File: config.mk
export PLATFORM = sky130hd
export DESIGN_NAME = pc_sequencer_flat
export DESIGN_NICKNAME = d
export VERILOG_FILES = /design/src/rtl/pc_sequencer_if.sv /design/src/rtl/pc_sequencer.sv /design/src/flat_wrapper.sv
export SDC_FILE = /design/constraint.sdc
export NUM_CORES = 1
export LEC_CHECK = 0
export CAP_MARGIN = 20
export CORE_MARGIN = 10
export CORE_UTILIZATION = 37
export DETAILED_ROUTE_END_ITERATION = 6
export HOLD_SLACK_MARGIN = 0.02
export PLACE_DENSITY = 0.81
export SYNTH_ARGS = -nofsm -noshare
export SYNTH_HDL_FRONTEND = slang
export SYNTH_SLANG_ARGS = --single-unit
File: constraint.sdc
create_clock -name clk -period 1.5 [get_ports clk]
set_input_delay 0.375 -clock clk [delete_from_list [all_inputs] [get_ports clk]]
set_output_delay 0.375 -clock clk [all_outputs]
set_load 0.1 [all_outputs]
File: src/rtl/pc_sequencer_if.sv
// Instruction-memory fetch handshake between pc_sequencer (master) and imem (slave).
// Combinational wires only; req/ack with ack meaningful only while req is high.
// Backpressure: memory holds off a fetch simply by withholding imem_ack.
interface pc_sequencer_if;
    logic        imem_req;
    logic [15:0] imem_addr;
    logic        imem_ack;
    logic [15:0] imem_rdata;

    modport master (output imem_req, output imem_addr, input imem_ack, input imem_rdata);
    modport slave  (input imem_req, input imem_addr, output imem_ack, output imem_rdata);
endinterface

File: src/rtl/pc_sequencer.sv
// Program-counter controller: owns pc, drives the PC adder, sequences req/ack fetches to decode.
// Latency: request the cycle after reset exit; instr_valid the cycle after an accepted ack.
// Backpressure: stall drops imem_req and holds pc; optional odd-target trap via PC_ALIGN_CHECK_EN.
module pc_sequencer #(
    parameter logic [15:0] RESET_VECTOR = 16'h0000
) (
    input  logic                  clk,
    input  logic                  rst_n,
    input  logic                  stall,
    input  logic                  br_taken,
    input  logic [15:0]           br_target,
    input  logic                  halt,
    input  logic                  resume,
    output logic [15:0]           pc_inc_addr,
    input  logic [15:0]           pc_inc_sum,
    pc_sequencer_if.master        imem,
    output logic                  instr_valid,
    output logic [15:0]           instr,
    output logic [15:0]           instr_pc,
    output logic                  halted,
    output logic [15:0]           fetch_count,
    output logic                  misalign_err
);

    typedef enum logic [1:0] {BOOT, FETCH, HALT} state_t;

    state_t      state, state_nxt;
    logic [15:0] pc, pc_nxt;
    logic        ack_ok;
    logic        deliver;
    logic        err_set;

    assign pc_inc_addr    = pc;
    assign imem.imem_addr = pc;
    assign imem.imem_req  = (state == FETCH) && !stall;
    assign ack_ok         = imem.imem_ack && imem.imem_req;
    assign halted         = (state == HALT);

    always_comb begin
        state_nxt = state;
        pc_nxt    = pc;
        deliver   = 1'b0;
        err_set   = 1'b0;
        case (state)
            BOOT: state_nxt = FETCH;
            FETCH: begin
                if (br_taken) begin
                    // Redirect wins: any same-cycle ack belongs to the abandoned fetch.
`ifdef PC_ALIGN_CHECK_EN
                    if (br_target[0]) begin
                        err_set   = 1'b1;
                        state_nxt = HALT;
                    end else begin
                        pc_nxt = br_target;
                    end
`else
                    pc_nxt = {br_target[15:1], 1'b0};
`endif
                end else if (halt) begin
                    if (ack_ok) begin
                        deliver = 1'b1;
                        pc_nxt  = pc_inc_sum;
                    end
                    state_nxt = HALT;
                end else if (ack_ok) begin
                    deliver = 1'b1;
                    pc_nxt  = pc_inc_sum;
                end
            end
            HALT: begin
                if (br_taken) begin
`ifdef PC_ALIGN_CHECK_EN
                    if (br_target[0]) err_set = 1'b1;
                    else              pc_nxt  = br_target;
`else
                    pc_nxt = {br_target[15:1], 1'b0};
`endif
                end
                if (resume && !halt && !err_set) state_nxt = FETCH;
            end
            default: state_nxt = BOOT;
        endcase
    end

    always_ff @(posedge clk or negedge rst_n) begin
        if (!rst_n) begin
            state       <= BOOT;
            pc          <= RESET_VECTOR;
            instr_valid <= 1'b0;
            instr       <= 16'h0000;
            instr_pc    <= 16'h0000;
            fetch_count <= 16'h0000;
        end else begin
            state       <= state_nxt;
            pc          <= pc_nxt;
            instr_valid <= deliver;
            if (deliver) begin
                instr       <= imem.imem_rdata;
                instr_pc    <= pc;
                fetch_count <= fetch_count + 16'd1;
            end
        end
    end

`ifdef PC_ALIGN_CHECK_EN
    always_ff @(posedge clk or negedge rst_n) begin
        if (!rst_n)       misalign_err <= 1'b0;
        else if (err_set) misalign_err <= 1'b1;
    end
`else
    logic unused_err_set;
    assign unused_err_set = err_set;
    assign misalign_err   = 1'b0;
`endif

endmodule

File: src/flat_wrapper.sv
// flat-port wrapper written by rule: the top's interface ports become plain ports
module pc_sequencer_flat 
#(
    parameter logic [15:0] RESET_VECTOR = 16'h0000
)
  (clk, rst_n, stall, br_taken, br_target, halt, resume, pc_inc_addr, pc_inc_sum, instr_valid, instr, instr_pc, halted, fetch_count, misalign_err, imem_imem_req, imem_imem_addr, imem_imem_ack, imem_imem_rdata);
  pc_sequencer_if imem_i ();
  input  logic clk;
  input  logic rst_n;
  input  logic stall;
  input  logic br_taken;
  input  logic [15:0] br_target;
  input  logic halt;
  input  logic resume;
  output logic [15:0] pc_inc_addr;
  input  logic [15:0] pc_inc_sum;
  output logic instr_valid;
  output logic [15:0] instr;
  output logic [15:0] instr_pc;
  output logic halted;
  output logic [15:0] fetch_count;
  output logic misalign_err;
  output wire logic [$bits(imem_i.imem_req)-1:0] imem_imem_req;
  output wire logic [$bits(imem_i.imem_addr)-1:0] imem_imem_addr;
  input wire logic [$bits(imem_i.imem_ack)-1:0] imem_imem_ack;
  input wire logic [$bits(imem_i.imem_rdata)-1:0] imem_imem_rdata;
  assign imem_imem_req = imem_i.imem_req;
  assign imem_imem_addr = imem_i.imem_addr;
  assign imem_i.imem_ack = imem_imem_ack;
  assign imem_i.imem_rdata = imem_imem_rdata;
  pc_sequencer #(.RESET_VECTOR(RESET_VECTOR)) u_core (.clk(clk), .rst_n(rst_n), .stall(stall), .br_taken(br_taken), .br_target(br_target), .halt(halt), .resume(resume), .pc_inc_addr(pc_inc_addr), .pc_inc_sum(pc_inc_sum), .imem(imem_i), .instr_valid(instr_valid), .instr(instr), .instr_pc(instr_pc), .halted(halted), .fetch_count(fetch_count), .misalign_err(misalign_err));
endmodule
==> metrics.csv <==
metric,value,unit
first_iter_violations,84,
cts_buffers,9,
grt_antenna_before_repair,0,
place_inst,522,
yosysMostFrequentCell,nand2_1,
slowest_delay,550,ps
numClockSinks,67,
synth_edf_count,0,
synth_xor_area_share,4.34,%
worstPathArrival,1990,ps
yosysWarnings,0,
critPathKind,in -> reg,
clkLatencyLatePin,330,ps
stdcell_count,557,
finalHoldViolCount,0,
htree_levels,3,
gr-total-overflow,0,
ctsRootBufferMaster,clkbuf_8,
ios,139,
post-dp-hpwl,7.38,mm
yosys-top-cells-area,"dfrtp_1 55%, nand2_1 13%, mux2_2 7.8%",
dp_slack,-547,ps
crit_path_cell_trace,clkdlybuf4s50_1 -> nor2b_4 -> nand4_4 -> buf_6 -> nor4_4 -> xor2_1,
finalClockSkew,10.2,ps
startpoint_type,input pin,
finalCritPeriodShare,116,%
synthesis.area,3030,um^2
die_area,12200,um^2
vias,2740,
drt-total-wl,11.5,mm
cp_max_fo,3,
nets,506,
syn-num-nets,343,
synth_mux_area_share,11.5,%
setup_ws,-234,ps
rsz0062_at_grt,yes,
ys_seq_area_share,55.3,%
yosys-top-cells-count,"104 x nand2_1, 67 x dfrtp_1, 21 x mux2_2",
synth_top_flop_cell,dfrtp_1,
synth_top_family_by_area,simple AND/OR/NAND/NOR gates,
ctsHoldBuffers,0,
setup_viol,66,
portBuffers,136,
diodes,0,
slew_violations,0,
postRouteAntennaNets,0,
finalSetupTns,-6530,ps
syn_avg_cell_area,10.6,um^2
netlist.area_leader.share,55.3,%
ys_types,36,
worst_setup_path_end_kind,flip-flop,
drc_errors,0,
die_h,111,um
violations,negative setup slack,
grt_pass1_vias,3021,
synth_compound_area_share,1.24,%
cts_buffer_depth,2,
num_rows,32,
layout-drive-gt1-share,45.7,%
die_w,111,um
globalplace.congestion,0.765,
fmax,577,MHz
grt_pass1_wl,16.6,mm
grt_max_degree,68,
cap_violations,0,
synth_area_leader_cell,dfrtp_1,
hold_slack,35.9,ps
synthAdderAreaFrac,0.413,%
grt_util_all_layers,16.8,%
cts_tree,built,
required,1750,ps
synthArstFlopShare,100,%
vias_per_cell,4.92,
wl_per_cell,20.6,um
hp-class,in -> async,
start_util,38.6,%
core_area,7850,um^2
status,finished with violations,
fin_crit,1730,ps
yosys_register_bits,67,
clk_pin_slew,70,ps
synth-simple-area-share,20.2,%
slowest_stage,clkdlybuf4s50_1,
drtPass1Iterations,4,
synthCells,287,
area_growth,105,%
==> placed cells by master, fill, tap and decap left out, types with 2 or more instances in the layout <==
master            n
nand2_2           6
dfrtp_2          16
inv_1             6
nand3_1           3
buf_12           91
clkbuf_16         7
mux2_1            6
mux2_4           22
nand2_1          97
nor3_4            6
nor4_4            3
o21ai_0           2
buf_6            10
buf_4            15
clkbuf_1          3
and4_1            2
mux2_2            2
clkinv_2          3
clkbuf_8         10
xor2_1            9
clkdlybuf4s50_1  50
dlygate4sd2_1     2
nand4_1           2
nor2_4            3
dfrtp_1          51
nand2b_1          2
xnor2_1           5
==> logic make-up (layout without fill, tap and decap cells) <==
| logic type | after synthesis | in the layout |
|---|---|---|
| fa+ha+maj | 1 | 1 |
| buf+inv | 33 | 201 |
| flops | 67 | 67 |
| simple gates | 133 | 133 |
| compound gates | 6 | 6 |
| other cells | 1 | 1 |
| xor+xnor | 15 | 15 |
| mux | 31 | 31 |
==> repair_timing <==
action                     in CTS  in global routing
setup endpoints to repair      53                 67
pin swaps                      17                  8
cloned                          2                  7
resized for setup              44                 31
buffers inserted                6                  6
hold endpoints to repair        0                  0
==> layer usage <==
| metal | vias up | routed length (um) | track usage [%] |
|---|---|---|---|
| met2 | 103 | 6320 | 32.0 |
| met1 | 1386 | 4150 | 16.2 |
| li1 | 1234 | - | - |
| met4 | 0 | 235 | 5.61 |
| met5 | - | 0 | 0 |
| met3 | 17 | 766 | 5.83 |
==> area by class of cell <==
cell class | instances | area [um^2]
clock inverter | 3 | 15.0
multi-input combinational | 187 | 1410
clock buffer | 13 | 149
inverter | 7 | 38.8
sequential | 67 | 1700
fill | 438 | 1630
tap | 102 | 128
timing repair buffer | 178 | 2790
==> flip-flops by register name (all words and copies together), names as in the netlist <==
name / cells
u_core.instr_valid: 1
u_core.instr_pc: 16
u_core.fetch_count: 16
u_core.state: 2
u_core.imem.imem_addr: 16
u_core.instr: 16
==> stage by stage <==
stage | area [um^2] | utilization, %
detailed placement | 5470 | 69.8
global placement | 5470 | 69.8
global route | 6220 | 79.3
floorplan | 3100 | -
finish | 6220 | 79.3
CTS | 5910 | 75.4
==> final timing paths <==
| check | from | end | slack (ps) | depth (start not counted) |
|---|---|---|---|---|
| setup reg to reg | u_core.state[1] | u_core.fetch_count[15] | -180 | 7 |
| setup / recovery | imem_imem_ack | u_core.fetch_count[15] | -230 | 6 |
| min in group clk | u_core.instr_pc[9] | u_core.instr_pc[9] | 540 | 2 |
| hold / removal | rst_n | u_core.fetch_count[10] | 40 | 2 |
| max in group asynchronous | rst_n | u_core.imem.imem_addr[5] | 1130 | 2 |
| hold reg to reg | u_core.instr_pc[9] | u_core.instr_pc[9] | 540 | 2 |
==> critical path: cells and delay by family <==
family                 cells  cell delay, ps
buffers and inverters      2             730
AND/OR/NAND/NOR            3             690
XOR/XNOR                   1             180
Power is left out: the tool's default activity adds up to more than one toggle a clock period on the data nets, which glitch-free logic cannot reach.
